**src/rtl/cpu_defs.sv**
```systemverilog
// Shared definitions for the control unit: opcodes, step states, opcode classes
// and the strobe bundle the step decoder produces.
package cpu_defs;

  localparam int unsigned OP_W = 5;

  localparam logic [OP_W-1:0] OP_LD   = 5'b00000;
  localparam logic [OP_W-1:0] OP_LDI  = 5'b00001;
  localparam logic [OP_W-1:0] OP_ST   = 5'b00010;
  localparam logic [OP_W-1:0] OP_ADD  = 5'b00011;
  localparam logic [OP_W-1:0] OP_SUB  = 5'b00100;
  localparam logic [OP_W-1:0] OP_AND  = 5'b00101;
  localparam logic [OP_W-1:0] OP_OR   = 5'b00110;
  localparam logic [OP_W-1:0] OP_SHL  = 5'b01011;
  localparam logic [OP_W-1:0] OP_ADDI = 5'b01100;
  localparam logic [OP_W-1:0] OP_ANDI = 5'b01101;
  localparam logic [OP_W-1:0] OP_ORI  = 5'b01110;
  localparam logic [OP_W-1:0] OP_DIV  = 5'b01111;
  localparam logic [OP_W-1:0] OP_MUL  = 5'b10000;
  localparam logic [OP_W-1:0] OP_NEG  = 5'b10001;
  localparam logic [OP_W-1:0] OP_NOT  = 5'b10010;
  localparam logic [OP_W-1:0] OP_BR   = 5'b10011;
  localparam logic [OP_W-1:0] OP_JR   = 5'b10101;
  localparam logic [OP_W-1:0] OP_IN   = 5'b10110;
  localparam logic [OP_W-1:0] OP_OUT  = 5'b10111;
  localparam logic [OP_W-1:0] OP_MFLO = 5'b11000;
  localparam logic [OP_W-1:0] OP_MFHI = 5'b11001;
  localparam logic [OP_W-1:0] OP_NOP  = 5'b11010;
  localparam logic [OP_W-1:0] OP_HALT = 5'b11011;

  // *_DONE states are the single completion cycle after mem_done was seen.
  typedef enum logic [3:0] {
    ST_RESET, ST_T0, ST_T1, ST_T1_DONE, ST_T2, ST_T3, ST_T4, ST_T5,
    ST_T6, ST_T6_DONE, ST_T7, ST_HALT
  } state_t;

  typedef enum logic [3:0] {
    CL_NOP, CL_LD, CL_LDI, CL_ST, CL_ALU, CL_IMM, CL_MULDIV, CL_NEGNOT,
    CL_BR, CL_JR, CL_IN, CL_OUT, CL_MFLO, CL_MFHI, CL_HALT
  } op_class_t;

  typedef struct packed {
    logic pc_out;
    logic pc_in;
    logic inc_pc;
    logic mar_in;
    logic ir_in;
    logic mdr_enable;
    logic mdr_read;
    logic mdr_out;
    logic mem_write;
    logic y_in;
    logic z_in;
    logic z_high_out;
    logic z_low_out;
    logic hi_in;
    logic lo_in;
    logic hi_out;
    logic lo_out;
    logic c_out;
    logic gra;
    logic grb;
    logic grc;
    logic r_in;
    logic r_out;
    logic ba_out;
    logic con_in;
    logic inport_out;
    logic outport_in;
    logic [OP_W-1:0] operation;
    logic run;
  } strobe_t;

  function automatic op_class_t classify(input logic [OP_W-1:0] op);
    op_class_t cls;
    case (op) inside
      OP_LD:             cls = CL_LD;
      OP_LDI:            cls = CL_LDI;
      OP_ST:             cls = CL_ST;
      [OP_ADD:OP_SHL]:   cls = CL_ALU;
      [OP_ADDI:OP_ORI]:  cls = CL_IMM;
      OP_DIV, OP_MUL:    cls = CL_MULDIV;
      OP_NEG, OP_NOT:    cls = CL_NEGNOT;
      OP_BR:             cls = CL_BR;
      OP_JR:             cls = CL_JR;
      OP_IN:             cls = CL_IN;
      OP_OUT:            cls = CL_OUT;
      OP_MFLO:           cls = CL_MFLO;
      OP_MFHI:           cls = CL_MFHI;
      OP_HALT:           cls = CL_HALT;
      default:           cls = CL_NOP;
    endcase
    return cls;
  endfunction

  // Immediate forms reuse the register-form ALU operation.
  function automatic logic [OP_W-1:0] imm_alu_op(input logic [OP_W-1:0] op);
    logic [OP_W-1:0] alu;
    case (op)
      OP_ADDI: alu = OP_ADD;
      OP_ANDI: alu = OP_AND;
      default: alu = OP_OR;
    endcase
    return alu;
  endfunction

endpackage

```
**src/rtl/step_decoder.sv**
```systemverilog
// Combinational decode of (step state, opcode, con_ff) into the strobe bundle.
module step_decoder
  import cpu_defs::*;
(
  input  state_t              state,
  input  logic [OP_W-1:0]     opcode,
  input  logic                con_ff,
  output strobe_t             strobes
);

  op_class_t cls;

  assign cls = classify(opcode);

  always_comb begin
    strobes     = '0;
    strobes.run = 1'b1;
    case (state)
      ST_T0: begin
        strobes.pc_out = 1'b1; strobes.mar_in = 1'b1;
        strobes.inc_pc = 1'b1; strobes.z_in   = 1'b1;
      end
      ST_T1: begin
        strobes.z_low_out = 1'b1; strobes.pc_in = 1'b1; strobes.mdr_read = 1'b1;
      end
      ST_T1_DONE: begin
        strobes.z_low_out  = 1'b1; strobes.pc_in = 1'b1; strobes.mdr_read = 1'b1;
        strobes.mdr_enable = 1'b1;
      end
      ST_T2: begin
        strobes.mdr_out = 1'b1; strobes.ir_in = 1'b1;
      end
      ST_T3: begin
        case (cls)
          CL_ALU, CL_IMM: begin
            strobes.grb = 1'b1; strobes.r_out = 1'b1; strobes.y_in = 1'b1;
          end
          CL_MULDIV: begin
            strobes.gra = 1'b1; strobes.r_out = 1'b1; strobes.y_in = 1'b1;
          end
          CL_NEGNOT: begin
            strobes.grb = 1'b1; strobes.r_out = 1'b1; strobes.z_in = 1'b1;
            strobes.operation = opcode;
          end
          CL_LD, CL_LDI, CL_ST: begin
            strobes.grb = 1'b1; strobes.ba_out = 1'b1; strobes.y_in = 1'b1;
          end
          CL_BR: begin
            strobes.gra = 1'b1; strobes.r_out = 1'b1; strobes.con_in = 1'b1;
          end
          CL_JR: begin
            strobes.gra = 1'b1; strobes.r_out = 1'b1; strobes.pc_in = 1'b1;
          end
          CL_IN: begin
            strobes.inport_out = 1'b1; strobes.gra = 1'b1; strobes.r_in = 1'b1;
          end
          CL_OUT: begin
            strobes.gra = 1'b1; strobes.r_out = 1'b1; strobes.outport_in = 1'b1;
          end
          CL_MFLO: begin
            strobes.lo_out = 1'b1; strobes.gra = 1'b1; strobes.r_in = 1'b1;
          end
          CL_MFHI: begin
            strobes.hi_out = 1'b1; strobes.gra = 1'b1; strobes.r_in = 1'b1;
          end
          default: ;
        endcase
      end
      ST_T4: begin
        case (cls)
          CL_ALU: begin
            strobes.grc = 1'b1; strobes.r_out = 1'b1; strobes.z_in = 1'b1;
            strobes.operation = opcode;
          end
          CL_IMM: begin
            strobes.c_out = 1'b1; strobes.z_in = 1'b1;
            strobes.operation = imm_alu_op(opcode);
          end
          CL_MULDIV: begin
            strobes.grb = 1'b1; strobes.r_out = 1'b1; strobes.z_in = 1'b1;
            strobes.operation = opcode;
          end
          CL_NEGNOT: begin
            strobes.z_low_out = 1'b1; strobes.gra = 1'b1; strobes.r_in = 1'b1;
          end
          CL_LD, CL_LDI, CL_ST: begin
            strobes.c_out = 1'b1; strobes.z_in = 1'b1; strobes.operation = OP_ADD;
          end
          CL_BR: begin
            strobes.pc_out = 1'b1; strobes.y_in = 1'b1;
          end
          default: ;
        endcase
      end
      ST_T5: begin
        case (cls)
          CL_ALU, CL_IMM, CL_LDI: begin
            strobes.z_low_out = 1'b1; strobes.gra = 1'b1; strobes.r_in = 1'b1;
          end
          CL_MULDIV: begin
            strobes.z_low_out = 1'b1; strobes.lo_in = 1'b1;
          end
          CL_LD, CL_ST: begin
            strobes.z_low_out = 1'b1; strobes.mar_in = 1'b1;
          end
          CL_BR: begin
            strobes.c_out = 1'b1; strobes.z_in = 1'b1; strobes.operation = OP_ADD;
          end
          default: ;
        endcase
      end
      ST_T6: begin
        case (cls)
          CL_MULDIV: begin
            strobes.z_high_out = 1'b1; strobes.hi_in = 1'b1;
          end
          CL_LD: strobes.mdr_read = 1'b1;
          CL_ST: begin
            strobes.gra = 1'b1; strobes.r_out = 1'b1; strobes.mdr_enable = 1'b1;
          end
          CL_BR: begin
            strobes.z_low_out = con_ff; strobes.pc_in = con_ff;
          end
          default: ;
        endcase
      end
      ST_T6_DONE: begin
        strobes.mdr_read = 1'b1; strobes.mdr_enable = 1'b1;
      end
      ST_T7: begin
        case (cls)
          CL_LD: begin
            strobes.mdr_out = 1'b1; strobes.gra = 1'b1; strobes.r_in = 1'b1;
          end
          CL_ST: strobes.mem_write = 1'b1;
          default: ;
        endcase
      end
      ST_HALT: strobes.run = 1'b0;
      default: ;
    endcase
  end

endmodule

```
**src/rtl/control_unit.sv**
```systemverilog
// Moore control-unit FSM: sequences fetch and execute steps and drives the
// datapath strobes decoded from the current step and the IR opcode.
module control_unit
  import cpu_defs::*;
#(
  parameter int unsigned OPW = 5
) (
  input  logic            clk,
  input  logic            clr,
  input  logic [31:0]     ir,
  input  logic            con_ff,
  input  logic            mem_done,
  output logic            PCout,
  output logic            PCin,
  output logic            IncPC,
  output logic            MARin,
  output logic            IRin,
  output logic            MDREnable,
  output logic            MDRread,
  output logic            MDRout,
  output logic            mem_write,
  output logic            Yin,
  output logic            Zin,
  output logic            ZHighOut,
  output logic            ZLowOut,
  output logic            HIin,
  output logic            LOin,
  output logic            HIout,
  output logic            LOout,
  output logic            Cout,
  output logic            Gra,
  output logic            Grb,
  output logic            Grc,
  output logic            Rin,
  output logic            Rout,
  output logic            BAout,
  output logic            CONin,
  output logic            InportOut,
  output logic            OutportIn,
  output logic [OP_W-1:0] operation,
  output logic            run
);

  state_t          state;
  state_t          state_next;
  logic [OP_W-1:0] opcode;
  op_class_t       cls;
  strobe_t         strobes;
  logic            unused_ir;

  assign opcode    = OP_W'(ir[31 -: OPW]);
  assign unused_ir = ^ir[31-OPW:0];
  assign cls       = classify(opcode);

  always_ff @(posedge clk or negedge clr) begin
    if (!clr) state <= ST_RESET;
    else      state <= state_next;
  end

  // Step sequencing; memory waits loop in T1, T6 (ld) and T7 (st).
  always_comb begin
    state_next = state;
    case (state)
      ST_RESET:   state_next = ST_T0;
      ST_T0:      state_next = ST_T1;
      ST_T1:      if (mem_done) state_next = ST_T1_DONE;
      ST_T1_DONE: state_next = ST_T2;
      ST_T2: begin
        if (cls == CL_HALT)     state_next = ST_HALT;
        else if (cls == CL_NOP) state_next = ST_T0;
        else                    state_next = ST_T3;
      end
      ST_T3: begin
        case (cls)
          CL_ALU, CL_IMM, CL_MULDIV, CL_NEGNOT, CL_LD, CL_LDI, CL_ST, CL_BR:
            state_next = ST_T4;
          default: state_next = ST_T0;
        endcase
      end
      ST_T4:      state_next = (cls == CL_NEGNOT) ? ST_T0 : ST_T5;
      ST_T5: begin
        case (cls)
          CL_MULDIV, CL_LD, CL_ST, CL_BR: state_next = ST_T6;
          default:                        state_next = ST_T0;
        endcase
      end
      ST_T6: begin
        case (cls)
          CL_LD:   if (mem_done) state_next = ST_T6_DONE;
          CL_ST:   state_next = ST_T7;
          default: state_next = ST_T0;
        endcase
      end
      ST_T6_DONE: state_next = ST_T7;
      ST_T7:      if (cls != CL_ST || mem_done) state_next = ST_T0;
      ST_HALT:    state_next = ST_HALT;
      default:    state_next = ST_RESET;
    endcase
  end

  step_decoder u_step_decoder (
    .state   (state),
    .opcode  (opcode),
    .con_ff  (con_ff),
    .strobes (strobes)
  );

  assign PCout     = strobes.pc_out;
  assign PCin      = strobes.pc_in;
  assign IncPC     = strobes.inc_pc;
  assign MARin     = strobes.mar_in;
  assign IRin      = strobes.ir_in;
  assign MDREnable = strobes.mdr_enable;
  assign MDRread   = strobes.mdr_read;
  assign MDRout    = strobes.mdr_out;
  assign mem_write = strobes.mem_write;
  assign Yin       = strobes.y_in;
  assign Zin       = strobes.z_in;
  assign ZHighOut  = strobes.z_high_out;
  assign ZLowOut   = strobes.z_low_out;
  assign HIin      = strobes.hi_in;
  assign LOin      = strobes.lo_in;
  assign HIout     = strobes.hi_out;
  assign LOout     = strobes.lo_out;
  assign Cout      = strobes.c_out;
  assign Gra       = strobes.gra;
  assign Grb       = strobes.grb;
  assign Grc       = strobes.grc;
  assign Rin       = strobes.r_in;
  assign Rout      = strobes.r_out;
  assign BAout     = strobes.ba_out;
  assign CONin     = strobes.con_in;
  assign InportOut = strobes.inport_out;
  assign OutportIn = strobes.outport_in;
  assign operation = strobes.operation;
  assign run       = strobes.run;

endmodule

```
**config.mk**
```make
export PLATFORM = sky130hd
export DESIGN_NAME = control_unit
export DESIGN_NICKNAME = d
export VERILOG_FILES = /design/src/rtl/cpu_defs.sv /design/src/rtl/step_decoder.sv /design/src/rtl/control_unit.sv
export SDC_FILE = /design/constraint.sdc
export NUM_CORES = 1
export LEC_CHECK = 0
export ABC_AREA = 1
export CORE_ASPECT_RATIO = 0.75
export CORE_MARGIN = 8
export CORE_UTILIZATION = 38
export CTS_BUF_LIST = sky130_fd_sc_hd__clkbuf_4
export CTS_CLUSTER_SIZE = 10
export DETAILED_ROUTE_END_ITERATION = 16
export PLACE_DENSITY = 0.81
export SLEW_MARGIN = 20
export SYNTH_ARGS = -nofsm -noshare
export SYNTH_HDL_FRONTEND = slang
export SYNTH_HIERARCHICAL = 1
export SYNTH_SLANG_ARGS = --single-unit
```
**constraint.sdc**
```tcl
create_clock -name clk -period 1.5 [get_ports clk]
set_clock_uncertainty 0.15 [all_clocks]
set_input_delay 0.15 -clock clk [delete_from_list [all_inputs] [get_ports clk]]
set_output_delay 0.15 -clock clk [all_outputs]
set_load 0.01 [all_outputs]
```
==> results of run 1 <==
per-layer routing:
metal	routed length (um)	vias to the layer above	track usage
met5	0	-	0
met4	261	0	0.0590
met3	850	38	0.0414
met2	3790	206	0.383
met1	3190	1190	0.290
li1	-	1210	-
worst min-delay path by stage:
| stage | from | endpoint | slack (ns) | cells past startpoint |
|---|---|---|---|---|
| 6_report | mem_done | state[1]$_DFFE_PN0P_ | 0.47 | 3 |
| 5_1_grt | mem_done | state[1]$_DFFE_PN0P_ | 0.47 | 3 |
| 4_1_cts | mem_done | state[1]$_DFFE_PN0P_ | 0.44 | 3 |
| 3_5_place_dp | clr | state[3]$_DFFE_PN0P_ | 0.21 | 1 |
| 3_3_place_gp | clr | state[3]$_DFFE_PN0P_ | 0.21 | 1 |
| 2_1_floorplan | clr | state[0]$_DFFE_PN0P_ | -0.30 | 0 |
critical path, delay by kind of cell, from the launching register on:
family / cells / cell delay [ns]
buf+inv: 4 / 0.52
flops: 1 / 0.46
simple gates: 4 / 0.38
metrics by stage:
stage | cell area, um2 | cells
6_report | 2950 | 476
5_1_grt | 2950 | 476
3_5_place_dp | 2430 | 448
3_3_place_gp | 2430 | 448
2_1_floorplan | 1470 | 292
4_1_cts | 2770 | 470
cells in the mapped netlist:
master	count
a41oi_1	1
o211ai_1	1
nor2_4	2
nand3_2	2
o21ai_1	3
o32ai_1	1
buf_2	2
nor2_1	48
buf_4	2
nor3_2	2
nand4_1	10
o311ai_0	1
buf_6	1
nand2_2	8
dfrtp_1	4
o21ai_0	11
o31ai_1	1
nand2_1	85
nand3_1	30
nand3b_1	1
nor2_2	12
inv_2	6
inv_1	40
a31o_2	1
a21oi_1	3
a31oi_1	3
nor4_1	1
nor3_1	8
o221ai_1	1
o21ai_2	1
power groups by stage:
| stage | Sequential, mW | Combinational (mW) | Clock (mW) |
|---|---|---|---|
| 6_report | 0.253 | 2.90 | 0.168 |
| 5_1_grt | 0.254 | 3.02 | 0.182 |
| 4_1_cts | 0.237 | 2.33 | 0.176 |
| 3_5_place_dp | 0.232 | 1.87 | 0 |
| 3_3_place_gp | 0.231 | 1.83 | 0 |
| 2_1_floorplan | 0.257 | 0.830 | 0 |
logic make-up after synthesis:
logic type | Yosys count | synth area share
compound gates | 28 | 0.120
buf+inv | 51 | 0.146
flops | 4 | 0.0698
simple gates | 209 | 0.665
layout make-up:
cell class / instances / area [um2] / share of cell area
clock buffers: 4 / 30.0 / 0.0102
inverters: 46 / 185 / 0.0627
multi-input cells: 237 / 1530 / 0.519
flip-flops and latches: 4 / 104 / 0.0352
well taps: 52 / 65.1 / 0.0220
repair buffers: 133 / 1040 / 0.351
repair_timing:
item	CTS	global route
buffers inserted	19	8
endpoints found under the setup margin	37	37
resized for setup	244	56
hold endpoints to repair	4	0
hold buffers	1	0
pin swaps	37	20
==> summary.md, run 1 <==
| Metric | Value |
|---|---|
| Clock Path Buffers | 2 |
| Status | finished, violations left |
| Pwr Total | 3.32 mW |
| TritonCTS clock tree | done |
| Post-DRT Antenna Nets | 0 |
| Worst vdd ir | 0.00119 V |
| Post-synth top area share | 0.223 |
| Worst hold slack | 0.467 ns |
| Die area | 0.00602 mm2 |
| Top Registers | state (4) |
| Initial DRC count | 355 |
| R2r startpoint | state[3]$_DFFE_PN0P_ |
| Pint | 1.60 mW |
| Grt ovf | 0 |
| Fraction of layout cells with a size suffix above 1 | 0.613 |
| TritonCTS buffer count | 3 |
| CP Data Required Time | 1.20 ns |
| Critical Path Fanout Max | 6 |
| Max reg flops | 4 |
| CP startpoint | state[0]$_DFFE_PN0P_ |
| R2R depth | 11 |
| Initial antenna violation count | 0 |
| Synthesis Warnings | 6 |
| Area grow syn2layout | 106% |
| Highest clock rate | 523 MHz |
| Cell Rows | 19 |
| RSZ-0062 raised after global routing | true |
| Reg2Reg Setup Slack | -0.37 ns |
| Post-Syn Instances | 292 |
| Arr. time, crit path | 1.61 ns |
| CP cell instances | inv_2 -> nand2_4 -> nor2_4 -> buf_6 -> buf_8 -> nand2_2 -> nand4_1 -> buf_2 |
| Violated checks | setup timing |
| TritonRoute pass-1 iters | 5 |
| Max-slew violations | 0 |
| Pwr per Cell Area | 1120 mW/mm2 |
| Syn nets | 328 |
| # IOs | 69 |
| Most common cell after layout, fill and taps aside | buf_4 |
| Register clock-pin slew on the reported worst setup and hold paths | 0.04 ns |
| Slowest CP cell | dfrtp_2 |
| Startpoint Class | flop |
| Clock sinks | 4 |
| Leak | 1.60 nW |
| Critical path capture point | Zin |
| Mean Syn Cell Area | 4.91 um2 |
| Die width | 86.9 um |
| Final setup margin | -0.412 ns |
| Via density | 5.55 |
| CTS H-Tree Depth | 1 |
| CP max stage delay | 0.46 ns |
| Synthesized area | 0.00143 mm2 |
| Reg-to-Reg End | state[3]$_DFFE_PN0P_ |
| Via count | 2,644 |
| Setup CP Type | reg2out |
| Dpl ws | -1.06 ns |
| GRT Util Overall | 0.229 |
| Rel. slew slack | 0.780 |
| Top cells by area, synth | nand2_1, nor2_1, inv_1, nand3_1, dfrtp_1 |
| Vias in the first global route | 2,434 |
| Register share of total power | 0.076 |
| Die Y | 69.2 um |
| First-pass GRT wire length | 11,700 um |
| Seq/Total Area, Yosys | 0.0698 |
| Starting density of the core | 0.394 |
| Post-Route Utilization | 0.812 |
| TNS Setup | -10.81 ns |
| Net Switching | 1.72 mW |
| Final WL | 8100 um |
| Hold Violations, Final | 0 |
| FF+latch count, synth | 4 |
| N_diodes | 0 |
| Final period utilization | 1.27 |
| Clk_lat worst skew | 0.24 ns |
| Gate power share | 0.873 |
| Avg WL per Cell | 17.0 um |
| Filler cells | 235 |
| Commonest non-fill, non-tap cells in the layout | buf_4, nand2_1, buf_2 |
| Final Wtd Congestion | 0.944 |
| Pin count of the biggest net entering global routing | 11 |
| Switching share of power | 0.519 |
| Final HPWL DP | 4650 um |
| Least-Margin Pin Slew | 0.326 ns |
| Final setup viols | 37 |
| Netlist cell types | 30 |
| Hold/Removal Path Class | in2reg |
| CTS root buf | clkbuf_4 |
| Core Area | 0.00364 mm2 |
| Port buffer count | 41 |
| CP Capture Type | output pin |
| Max Cap Violations | 0 |
| Reg with most FFs | state |
| Post-synth top area cell | nand2_1 |
| Clk pwr share | 0.051 |
| Nets | 461 |
| Fin crit period | 1.91 ns |
| DR DRC count | 0 |
No activity file was read; power rests on OpenSTA's default activity.
==> run 2, diff against run 1 <==
GPL_TIMING_DRIVEN = 0   (was default)
==> run 2 against run 1 <==
  * The flow still finishes with violations (setup timing)
  * Largest cell class unchanged
  * Combinational power is 18% lower
  * Worst hold slack worse by 0.12 ns
  * Setup slack worse by 0.0077 ns
==> summary.md, run 2 (synthesized netlist as in run 1, its figures left out) <==
| Metric | Value |
|---|---|
| Status | finished, violations left |
| Violated checks | setup timing |
| Avg WL per Cell | 14.5 um (-15%) |
| Via density | 5.35 (-3.6%) |
| CP Capture Type | output pin |
| Cell family with most CP delay | flip-flops |
| CP max stage delay | 0.41 ns (-0.05 ns) |
| Clock sinks | 4 (unchanged) |
| Clock Path Buffers | 2 (unchanged) |
| Initial antenna violation count | 0 (unchanged) |
| Starting density of the core | 0.394 (unchanged) |
| Area grow syn2layout | 72.9% |
| Final setup viols | 35 (-5.4%) |
| Hold/Removal Path Class | in2reg |
| Clk_lat worst skew | 0.23 ns (about the same) |
| Area of the multi-input gates | 0.00143 mm2 (-7.0%) |
| Arr. time, crit path | 1.62 ns (about the same) |
| CTS H-Tree Depth | 1 (unchanged) |
| Register area | 105 um2 (+1.2%) |
| Setup CP Type | reg2out |
| Filler cells | 310 (+32%) |
| Final WL | 6180 um (-24%) |
| TritonRoute pass-1 iters | 5 (unchanged) |
| Post-DRT Antenna Nets | 0 (unchanged) |
| Cell Rows | 19 (unchanged) |
| CTS root buf | clkbuf_4 |
| Via count | 2,281 (-14%) |
| Net Switching | 1.45 mW (-16%) |
| Gate power share | 0.856 (-0.017) |
| CP cell instances | inv_2 -> nand2_4 -> nor2_4 -> buf_6 -> inv_4 -> o21ai_4 -> a21oi_1 -> nand2_1 -> buf_2 |
| Buf/Inv on CP | 4 (unchanged) |
| Core Area | 0.00364 mm2 (unchanged) |
| CP Data Required Time | 1.20 ns (about the same) |
| Final HPWL DP | 3910 um (-16%) |
| Fraction of layout cells with a size suffix above 1 | 0.513 (-0.0998) |
| Register share of total power | 0.086 (+0.010) |
| Most common cell after layout, fill and taps aside | nand2_1 |
| Max reg flops | 4 (unchanged) |
| Pwr per Cell Area | 1130 mW/mm2 (+0.21%) |
| Commonest non-fill, non-tap cells in the layout | nand2_1, nor2_1, buf_2 |
| Final Wtd Congestion | 0.935 (-0.91%) |
| Final period utilization | 1.28 (+0.00510) |
| Initial DRC count | 222 (-37%) |
| Nets | 411 (-11%) |
| Worst vdd ir | 0.00113 V (-5.4%) |
| Port buffer count | 41 (unchanged) |
| Worst hold slack | 0.343 ns (-0.124 ns) |
| Startpoint Class | flop |
| Fin crit period | 1.92 ns (+0.00765 ns) |
| # IOs | 69 (unchanged) |
| Register clock-pin slew on the reported worst setup and hold paths | 0.04 ns (about the same) |
| Hold Violations, Final | 0 (unchanged) |
| Die width | 86.9 um (unchanged) |
| N_diodes | 0 (unchanged) |
| Highest clock rate | 521 MHz (-0.40%) |
| Reg2Reg Setup Slack | -0.23 ns (+0.14 ns) |
| Die Y | 69.2 um (unchanged) |
| Reg with most FFs | state |
| Least-Margin Pin Slew | 0.317 ns (-0.00932 ns) |
| Rel. slew slack | 0.788 (+0.00798) |
| TritonCTS clock tree | done |
| Clk pwr share | 0.058 (+0.007) |
| RSZ-0062 raised after global routing | true |
| Grt ovf | 0 (unchanged) |
| Slowest CP cell | dfrtp_2 |
| Die area | 0.00602 mm2 (unchanged) |
| Max-slew violations | 0 (unchanged) |
| Top Registers | state (4) |
| GRT Util Overall | 0.186 (-0.0433) |
| Pint | 1.34 mW (-16%) |
| First-pass GRT wire length | 9560 um (-18%) |
| Pin count of the biggest net entering global routing | 13 (+2) |
| Max Cap Violations | 0 (unchanged) |
| Vias in the first global route | 2,106 (-13%) |
| Critical Path Fanout Max | 4 (-2) |
| Final setup margin | -0.420 ns (-0.00765 ns) |
| Leak | 1.30 nW (-19%) |
| DR DRC count | 0 (unchanged) |
| Switching share of power | 0.518 (-0.000527) |
| Dpl ws | -1.28 ns (-0.217 ns) |
| TritonCTS buffer count | 3 (unchanged) |
-- run 2: worst paths after layout --
check                      depth (start not counted)                   end                  from
hold / removal                                     6  state[2]$_DFFE_PN0P_                ir[30]
hold reg to reg                                    3  state[3]$_DFFE_PN0P_  state[3]$_DFFE_PN0P_
min in group asynchronous                          2  state[2]$_DFFE_PN0P_                   clr
max in group asynchronous                          2  state[3]$_DFFE_PN0P_                   clr
setup reg to reg                                  10  state[1]$_DFFE_PN0P_  state[1]$_DFFE_PN0P_
setup / recovery                                   9                  Rout  state[3]$_DFFE_PN0P_
-- run 2: metrics by stage --
step / instances / setup TNS (ns) / total power [mW] / instance area, um2 / util
floorplan: 292 / 0 / 1.09 / 1470 / -
global placement: 385 / -36.18 / 1.64 / 1940 / 0.534
detailed placement: 385 / -35.59 / 1.65 / 1940 / 0.534
CTS: 416 / -8.21 / 2.12 / 2160 / 0.594
global route: 426 / -11.70 / 2.95 / 2480 / 0.681
finish: 426 / -9.81 / 2.79 / 2480 / 0.681
-- run 2: power by group through the flow --
stage	sequential [mW]	clock (mW)	combinational, mW
2_1_floorplan	0.257	0	0.830
3_3_place_gp	0.284	0	1.35
3_5_place_dp	0.284	0	1.37
4_1_cts	0.232	0.168	1.72
5_1_grt	0.247	0.170	2.53
6_report	0.238	0.162	2.39
-- run 2: layout make-up --
cell class	count	share of cell area
Tap cell	52	0.0262
Timing Repair Buffer	78	0.244
Clock buffer	4	0.0121
Inverter	46	0.0782
Sequential cell	4	0.0424
Multi-Input combinational cell	237	0.575
Buffer	5	0.0212
-- run 2: worst min-delay path, delay by kind of cell --
| family | cells | cell delay (ns) |
|---|---|---|
| AND/OR/NAND/NOR | 4 | 0.33 |
| buffers and inverters | 2 | 0.21 |
-- run 2: layer usage --
layer	wire, um	GRT usage	part of all wire	vias to the layer above
li1	-	-	-	1113
met1	2750	0.258	0.44	1040
met2	2790	0.291	0.45	117
met3	550	0.0284	0.089	11
met4	89	0.0362	0.014	0
met5	0	0	0	-
-- run 2: repair_timing --
| item | 4_1_cts | 5_1_grt |
|---|---|---|
| gates cloned | 0 | 0 |
| buffers inserted | 26 | 12 |
| pin swaps | 22 | 27 |
| resized for setup | 208 | 67 |
| endpoints found under the setup margin | 37 | 37 |
| endpoints found under the hold margin | 4 | 0 |
| hold buffers | 1 | 0 |
==> run 3, diff against run 2 <==
CORE_MARGIN = default   (was 8)
==> run 3 against run 2 <==
  * The flow still finishes with violations (setup timing)
  * Final cell count up 0.70%
  * Via count rose by 3.9%
  * Sequential cell count unchanged
  * Worst hold slack better by 0.069 ns
  * Core utilization grew 4.9 points
  * Fmax shrank 0.32%
  * Power down 1.9%
  * Combinational power fell by 3%
  * Largest cell class unchanged
==> summary.md, run 3 (synthesized netlist as in run 1, its figures left out) <==
| Metric | Value |
|---|---|
| Status | finished, violations left |
| Violated checks | setup timing |
| CP Data Required Time | 1.20 ns (about the same) |
| CP Capture Type | output pin |
| Initial antenna violation count | 0 (unchanged) |
| Max-slew violations | 0 (unchanged) |
| Core Area | 0.00345 mm2 (-5.3%) |
| Vias in the first global route | 1,914 (-9.1%) |
| Final setup viols | 36 (+2.9%) |
| TritonCTS buffer count | 3 (unchanged) |
| N_diodes | 0 (unchanged) |
| Met1 Use GR | 0.398 (+0.140) |
| Leak | 1.35 nW (+4.3%) |
| Net Switching | 1.44 mW (-0.37%) |
| TritonCTS clock tree | done |
| Startpoint Class | flop |
| GR Util met2 | 0.443 (+0.152) |
| Clk_lat worst skew | 0.24 ns (about the same) |
| Most common cell after layout, fill and taps aside | nand2_1 |
| Reg with most FFs | state |
| Max reg flops | 4 (unchanged) |
| Fraction of layout cells with a size suffix above 1 | 0.512 (-0.00150) |
| Setup CP Type | reg2out |
| Die area | 0.00403 mm2 (-33%) |
| Cell Rows | 18 (-1) |
| Switching share of power | 0.527 (+0.00819) |
| Pin count of the biggest net entering global routing | 13 (unchanged) |
| Top Registers | state (4) |
| Max Cap Violations | 0 (unchanged) |
| Hold Violations, Final | 0 (unchanged) |
| GRT Util Overall | 0.283 (+0.0977) |
| Fin crit period | 1.93 ns (+0.00618 ns) |
| Final setup margin | -0.426 ns (-0.00618 ns) |
| Pint | 1.29 mW (-3.6%) |
| Register share of total power | 0.092 (+0.006) |
| Port buffer count | 41 (unchanged) |
| Critical Path Fanout Max | 5 (+1) |
| Nets | 416 (+1.2%) |
| Clock sinks | 4 (unchanged) |
| # IOs | 69 (unchanged) |
| Placed Instances | 383 (-0.52%) |
| Highest clock rate | 519 MHz (-0.32%) |
| Met3 Track Usage GR | 0.0456 (+0.0172) |
| Rel. slew slack | 0.798 (+0.00991) |
| TritonRoute pass-1 iters | 5 (unchanged) |
| Final HPWL DP | 3590 um (-8.1%) |
| Post-DRT Antenna Nets | 0 (unchanged) |
| Hold/Removal Path Class | in2reg |
| Clock Path Buffers | 2 (unchanged) |
| Area grow syn2layout | 75.5% |
| CTS H-Tree Depth | 1 (unchanged) |
| Pwr per Cell Area | 1090 mW/mm2 (-3.4%) |
| Final period utilization | 1.28 (+0.00412) |
| Clk pwr share | 0.062 (+0.004) |
| DR DRC count | 0 (unchanged) |
| RSZ-0062 raised after global routing | true |
| Die Y | 55.2 um (-20%) |
| Dpl ws | -1.26 ns (+0.0234 ns) |
| Avg WL per Cell | 14.7 um (+1.6%) |
| Initial DRC count | 226 (+1.8%) |
| Register clock-pin slew on the reported worst setup and hold paths | 0.04 ns (about the same) |
| Commonest non-fill, non-tap cells in the layout | nand2_1, nor2_1, buf_4 |
| Via density | 5.53 (+3.2%) |
| Grt ovf | 0 (unchanged) |
| Global routing's busiest layer | met2 |
| Arr. time, crit path | 1.63 ns (about the same) |
| Worst vdd ir | 0.00124 V (+9.9%) |
| Starting density of the core | 0.416 (+0.0219) |
| Final Wtd Congestion | 0.940 (+0.49%) |
| Gate power share | 0.847 (-0.009) |
| Least-Margin Pin Slew | 0.301 ns (-0.0157 ns) |
| Die width | 72.9 um (-16%) |
| Post-Layout Cell Count | 429 (+0.70%) |
| Final WL | 6320 um (+2.3%) |
| First-pass GRT wire length | 9090 um (-5.0%) |
| Post-Route Utilization | 0.730 (+0.0488) |
| CTS root buf | clkbuf_4 |
| Via count | 2,371 (+3.9%) |
## run 3: cell count changes in the layout (fill, tap and decap cells not counted), sizes merged
cell and change:
clkdlybuf4s15 -2, buf +6, dlygate4sd1 +1
## run 3: metal layers
metal | part of all wire | vias up | wire length [um]
li1 | - | 1119 | -
met1 | 0.43 | 1073 | 2690
met2 | 0.45 | 163 | 2830
met3 | 0.11 | 16 | 685
met4 | 0.019 | 0 | 121
met5 | 0 | - | 0
## run 3: final cells by class
cell class	instances	area, um2
plain buffers	5	48.8
well taps	50	62.6
flip-flops and latches	4	105
clock buffers	4	30.0
repair buffers	83	666
inverters	46	191
fillers	270	930
multi-input cells	237	1410
## run 3: what timing repair did
| item | in CTS | in global routing |
|---|---|---|
| buffers inserted | 33 | 10 |
| gates resized for setup | 223 | 47 |
| pin swaps | 37 | 16 |
| setup endpoints to repair | 37 | 37 |
| hold buffers | 1 | 0 |
| cloned | 0 | 0 |
| hold endpoints to repair | 4 | 0 |
## run 3: power by group through the flow
stage	Combinational, mW	Sequential (mW)	Clock (mW)
6_report	2.32	0.251	0.168
5_1_grt	2.43	0.255	0.184
4_1_cts	1.84	0.237	0.168
3_5_place_dp	1.34	0.284	0
3_3_place_gp	1.34	0.283	0
2_1_floorplan	0.830	0.257	0
## run 3: final timing paths
path                                   endpoint  cells after the start                 start  slack, ns
setup / recovery                            Gra                      9  state[1]$_DFFE_PN0P_      -0.43
hold / removal             state[2]$_DFFE_PN0P_                      5                ir[28]       0.41
setup reg to reg           state[1]$_DFFE_PN0P_                     11  state[3]$_DFFE_PN0P_      -0.30
hold reg to reg            state[2]$_DFFE_PN0P_                      3  state[1]$_DFFE_PN0P_       0.69
max in group asynchronous  state[3]$_DFFE_PN0P_                      2                   clr       0.53
min in group asynchronous  state[0]$_DFFE_PN0P_                      2                   clr       0.49
## run 3: worst max-delay path, stage by stage (launching register included)
cell,delay [ns]
dfrtp_2,0.46
buf_12,0.15
nor2_4,0.11
inv_2,0.07
nor2_4,0.16
nand2_2,0.11
nand2_2,0.08
nor2_1,0.05
nand2_1,0.07
buf_2,0.13
## run 3: through the flow
stage / power (mW) / hold slack [ns] / instance area (um2) / setup TNS (ns)
3_3_place_gp: 1.62 / 0.207 / 1940 / -35.36
5_1_grt: 2.87 / 0.450 / 2520 / -11.96
2_1_floorplan: 1.09 / -0.296 / 1470 / 0
4_1_cts: 2.25 / 0.378 / 2280 / -7.67
6_report: 2.74 / 0.412 / 2520 / -9.89
3_5_place_dp: 1.63 / 0.208 / 1940 / -35.01
